## config.mk

```make
export PLATFORM = sky130hd
export DESIGN_NAME = if_fetch_stage
export DESIGN_NICKNAME = d
export VERILOG_FILES = /design/src/rtl/if_fetch_stage.sv
export SDC_FILE = /design/constraint.sdc
export NUM_CORES = 1
export LEC_CHECK = 0
export ABC_AREA = 1
export ABC_CLOCK_PERIOD_IN_PS = 3600
export BUFFER_PORTS_ARGS = -buffer_cell sky130_fd_sc_hd__buf_2
export CELL_PAD_IN_SITES_DETAIL_PLACEMENT = 0
export CELL_PAD_IN_SITES_GLOBAL_PLACEMENT = 1
export CORE_ASPECT_RATIO = 1.4
export CORE_UTILIZATION = 38
export DETAILED_ROUTE_END_ITERATION = 16
export PLACE_DENSITY_LB_ADDON = 0.2
export REMOVE_ABC_BUFFERS = 1
export SYNTH_ARGS = -nofsm -noshare
export SYNTH_HDL_FRONTEND = slang
export SYNTH_SLANG_ARGS = --single-unit
```

## constraint.sdc

```tcl
create_clock -name clk -period 3.6 [get_ports clk]
set_clock_uncertainty 0.15 [all_clocks]
set_input_delay 0.18 -clock clk [delete_from_list [all_inputs] [get_ports clk]]
set_output_delay 0.18 -clock clk [all_outputs]
set_load 0.02 [all_outputs]
```

## src/rtl/if_fetch_stage.sv

```systemverilog
// Instruction-fetch stage: owns the PC, drives a request/ready imem port and
// hands {instruction, address} pairs to the IF/ID register, inserting NOPs
// whenever no valid fetched word is available this cycle.
module if_fetch_stage #(
    parameter logic [31:0] RESET_PC = 32'h00000000,
    parameter logic [31:0] NOP_INST = 32'h00000000
) (
    input  logic        clk,
    input  logic        rst,
    input  logic        stall,
    input  logic        redirect_valid,
    input  logic [31:0] redirect_target,
    output logic        imem_req,
    output logic [31:0] imem_addr,
    input  logic        imem_ready,
    input  logic [31:0] imem_rdata,
    output logic [31:0] instruction_next,
    output logic [31:0] inst_address_next,
    output logic        fetch_valid
);

    // FETCH: request outstanding at pc.
    // HOLD : word at pc buffered while downstream is stalled.
    // KILL : a redirect arrived under an outstanding request; drain it first.
    typedef enum logic [1:0] {
        FETCH = 2'd0,
        HOLD  = 2'd1,
        KILL  = 2'd2
    } state_t;

    state_t      state_q, state_d;
    logic [31:0] pc_q, pc_d;
    logic [31:0] buf_q, buf_d;
    logic [31:0] pending_q, pending_d;
    logic [31:0] tgt_aligned;
    logic [31:0] pc_inc;

    assign tgt_aligned = {redirect_target[31:2], 2'b00};
    assign pc_inc      = pc_q + 32'd4;

    // State, PC and buffer registers with synchronous reset.
    always_ff @(posedge clk) begin
        if (rst) begin
            state_q   <= FETCH;
            pc_q      <= RESET_PC;
            buf_q     <= NOP_INST;
            pending_q <= 32'h0;
        end else begin
            state_q   <= state_d;
            pc_q      <= pc_d;
            buf_q     <= buf_d;
            pending_q <= pending_d;
        end
    end

    // Next-state logic and the combinational outputs seen by imem and IF/ID.
    always_comb begin
        state_d           = state_q;
        pc_d              = pc_q;
        buf_d             = buf_q;
        pending_d         = pending_q;
        imem_req          = 1'b0;
        imem_addr         = pc_q;
        fetch_valid       = 1'b0;
        instruction_next  = NOP_INST;
        inst_address_next = pc_q;

        if (!rst) begin
            unique case (state_q)
                FETCH: begin
                    imem_req = 1'b1;
                    if (imem_ready) begin
                        if (redirect_valid) begin
                            pc_d = tgt_aligned;
                        end else if (stall) begin
                            buf_d   = imem_rdata;
                            state_d = HOLD;
                        end else begin
                            fetch_valid      = 1'b1;
                            instruction_next = imem_rdata;
                            pc_d             = pc_inc;
                        end
                    end else if (redirect_valid) begin
                        pending_d = tgt_aligned;
                        state_d   = KILL;
                    end
                end
                HOLD: begin
                    if (redirect_valid) begin
                        buf_d   = NOP_INST;
                        pc_d    = tgt_aligned;
                        state_d = FETCH;
                    end else if (!stall) begin
                        fetch_valid      = 1'b1;
                        instruction_next = buf_q;
                        pc_d             = pc_inc;
                        state_d          = FETCH;
                    end
                end
                KILL: begin
                    // Address stays at the stale pc until the response drains.
                    imem_req = 1'b1;
                    if (imem_ready) begin
                        pc_d    = redirect_valid ? tgt_aligned : pending_q;
                        state_d = FETCH;
                    end else if (redirect_valid) begin
                        pending_d = tgt_aligned;
                    end
                end
                default: state_d = FETCH;
            endcase
        end
    end

endmodule
```

==> metrics.md <==
| Metric | Value |
|---|---|
| RSZ-0062 raised after global routing | `false` |
| GRT Max-Usage Layer | `met2` |
| Ys Warns | `0` |
| Worst Path Buf+Inv | `3` |
| Clock period minus worst slack | `2.17 ns` |
| Post-synth cell types | `30` |
| RD Place Congestion | `0.881` |
| First-pass GRT wire length | `25300 um` |
| Slowest-stage cell, CP | `dfxtp_1` |
| Status | `finished clean` |
| CP top delay family | `buffers and inverters` |
| Die width | `104 um` |
| CP required | `3.27 ns` |
| Final Hold Fails | `0` |
| Height of the die | `144 um` |
| Final WL | `15400 um` |
| Clock Power Share | `34.3%` |
| FMAX | `0.461 GHz` |
| H-Tree Depth | `3` |
| FF+latch count, synth | `98` |
| Internal Pwr Total | `1.85 mW` |
| CTS tree | `done` |
| Clock tree buffer depth | `2` |
| Register Area | `0.00196 sq mm` |
| Sw Share | `30.3%` |
| Root Driver | `clkbuf_16` |
| Layout fillers | `1500` |
| ANT nets after route | `0` |
| Starting Density | `39.3%` |
| Clk pin slew, worst setup/hold paths | `0.07 ns` |
| Max rail drop VDD | `0.000208 V` |
| I/O Buffers | `164` |
| DP HPWL | `10100 um` |
| CP arrival | `1.84 ns` |
| Multi-input gate area | `0.00289 sq mm` |
| GRT Residual Overflow | `0` |
| Wire per inst | `13.3 um` |
| Post-Syn Instances | `837` |
| Layout cells sized above 1 | `20.9%` |
| CP Capture Type | `output pin` |
| Met3 Track Usage GR | `4.60%` |
| Core Region | `0.0140 sq mm` |
| Combinational fraction of design power | `19.1%` |
| Switching pwr | `0.804 mW` |
| Area of the mapped netlist | `0.00549 sq mm` |
| Reg power frac | `46.6%` |
| Rel. slew slack | `36.6%` |
| Setup TNS | `0 ns` |
| Initial antenna violation count | `0` |
| Seq/Total Area, Yosys | `35.8%` |
| Die area | `0.0149 sq mm` |
| Max-slew violation count | `0` |
| I/O pin total | `167` |
| Worst-Skew Late Latency | `0.35 ns` |
| Post-route insts no fill | `1160` |
| Final Cycle Share | `60.2%` |
| Final net count | `1040` |
| Residual DRC | `0` |
| Post_cts resized | `0` |
| Setup violations, final | `0` |
| # clock sinks | `98` |
| Hold Crit Class | `primary input to flip-flop` |
| Met2 usage | `39.3%` |
| Pwr dens | `395 mW/mm^2` |
| N_diodes | `0` |
| Via-to-Cell Ratio | `4.87` |
| Drt pass-1 iters | `4` |
| Iter 0 DRT Violations | `250` |
| Met1 Usage GRT | `22.6%` |
| Worst Tran Pin Value | `0.950 ns` |
| Setup CP Type | `flip-flop to output pin` |
| Cell Rows | `51` |
| Worst-path cell chain | `inv_2 > nor3_4 > buf_4 > a22oi_1 > nor2_1 > buf_2` |
| Largest net degree at the start of global routing | `65` |
| Area growth from synthesis to layout | `22.2%` |
| GRT Overall Usage | `20.8%` |
| Synthesized area per cell | `6.55 sq um` |
| Setup crit start kind | `flip-flop` |
| Max-cap violations | `0` |
| Leak Pwr | `3.00 nW` |
| Vias in the first global route | `5393` |
| Worst-path maximum fanout | `33` |
| Placed Instances | `1114` |
| Max incr delay on CP | `0.41 ns` |
| Via Count | `5654` |
| Cts bufs inserted | `9` |
==> routing by layer <==
| metal | part of all wire (%) | vias to the layer above |
|---|---|---|
| met1 | 44 | 2491 |
| met3 | 5.1 | 13 |
| met2 | 50 | 142 |
| met4 | 1.1 | 0 |
| li1 | - | 3008 |
| met5 | 0 | - |
==> sequential cells by signal, summed over array words and instances (netlist names) <==
register / cells
imem_addr: 32
state_q: 2
pending_q: 32
buf_q: 32
==> power by group through the flow <==
stage | Clock [mW] | Sequential, mW | Combinational, mW
floorplan | 0 | 1.31 | 0.235
global placement | 0 | 1.26 | 0.479
detailed placement | 0 | 1.26 | 0.483
CTS | 0.939 | 1.24 | 0.511
global route | 0.985 | 1.25 | 0.569
finish | 0.910 | 1.24 | 0.506
==> kinds of logic (layout without fill, tap and decap cells) <==
kind of cell    count (synthesis)  in the layout  synth area share [%]
simple gates                  411            411                  29.8
flops                          98             98                  35.8
fa+ha+maj                       1              1                 0.228
compound gates                203            203                  22.3
buf+inv                       124            262                  11.9
==> what timing repair did <==
action                    in CTS  in global routing
hold endpoints to repair      31                  0
hold buffers                  30                  0
buffers inserted               0                  0
==> layout by cell type (no fill, tap or decap), types with 20 or more instances in the layout <==
master         Yosys  layout
nand3_1           35      35
a22o_1            20      20
buf_2             12     164
a21oi_1           33      33
dlygate4sd3_1      0      30
o21ai_0           62      62
o21ai_1           34      34
a22oi_1           39      39
inv_1             35      35
dfxtp_1           98      98
nand2_1          165     165
nor2_1           197     194
==> synth_stat cells (all sizes together) <==
library cell / instances / area share (%)
nand3b: 2 / 0.27
o211ai: 1 / 0.14
and2: 1 / 0.11
nand3: 37 / 3.6
or2: 2 / 0.23
nor3: 2 / 0.27
clkbuf: 30 / 2.1
a31oi: 5 / 0.57
a21boi: 1 / 0.14
nor2: 197 / 13
nand4: 5 / 0.57
a22oi: 39 / 5.3
a21oi: 34 / 3.3
inv: 43 / 3.0
ha: 1 / 0.23
dfxtp: 98 / 36
nand2: 165 / 11
a22o: 20 / 3.2
buf: 51 / 6.8
o21bai: 5 / 0.68
o21ai: 96 / 8.8
o22ai: 2 / 0.23
==> layout make-up <==
class / count / share of cell area [%]
well taps: 185 / 3.45
clock buffers: 12 / 3.68
inverters: 43 / 2.44
clock inverters: 4 / 0.410
flip-flops and latches: 98 / 29.3
multi-input cells: 615 / 43.0
repair buffers: 203 / 17.7
==> worst min-delay path, delay by kind of cell <==
family,cells,cell delay [ns]
buffers and inverters,2,0.16
AO/OA/AOI/OAI,1,0.05
AND/OR/NAND/NOR,1,0.06
==> metrics by stage <==
stage                     instance area, sq um  setup slack, ns  total power, mW  hold WS [ns]  utilization (%)
after floorplan                           5000            0.910             1.55        0.0991                -
after global placement                    6130             1.45             1.74         0.283             43.9
after detailed placement                  6130             1.42             1.74         0.287             43.9
after CTS                                 6710             1.40             2.69        0.0123             48.0
after global routing                      6710             1.17             2.80        0.0321             48.0
final                                     6710             1.43             2.65        0.0121             48.0
==> path summary, 6_finish.rpt <==
| kind | start | end | slack, ns | depth (start not counted) |
|---|---|---|---|---|
| worst max-delay path | state_q[0] | instruction_next[23] | 1.43 | 6 |
| worst min-delay path | imem_ready | state_q[1] | 0.01 | 4 |
| worst max register to register | state_q[0] | buf_q[2] | 1.45 | 8 |
| worst min register to register | pending_q[1] | pending_q[1] | 0.30 | 2 |
(Power assumes the default switching activity.)
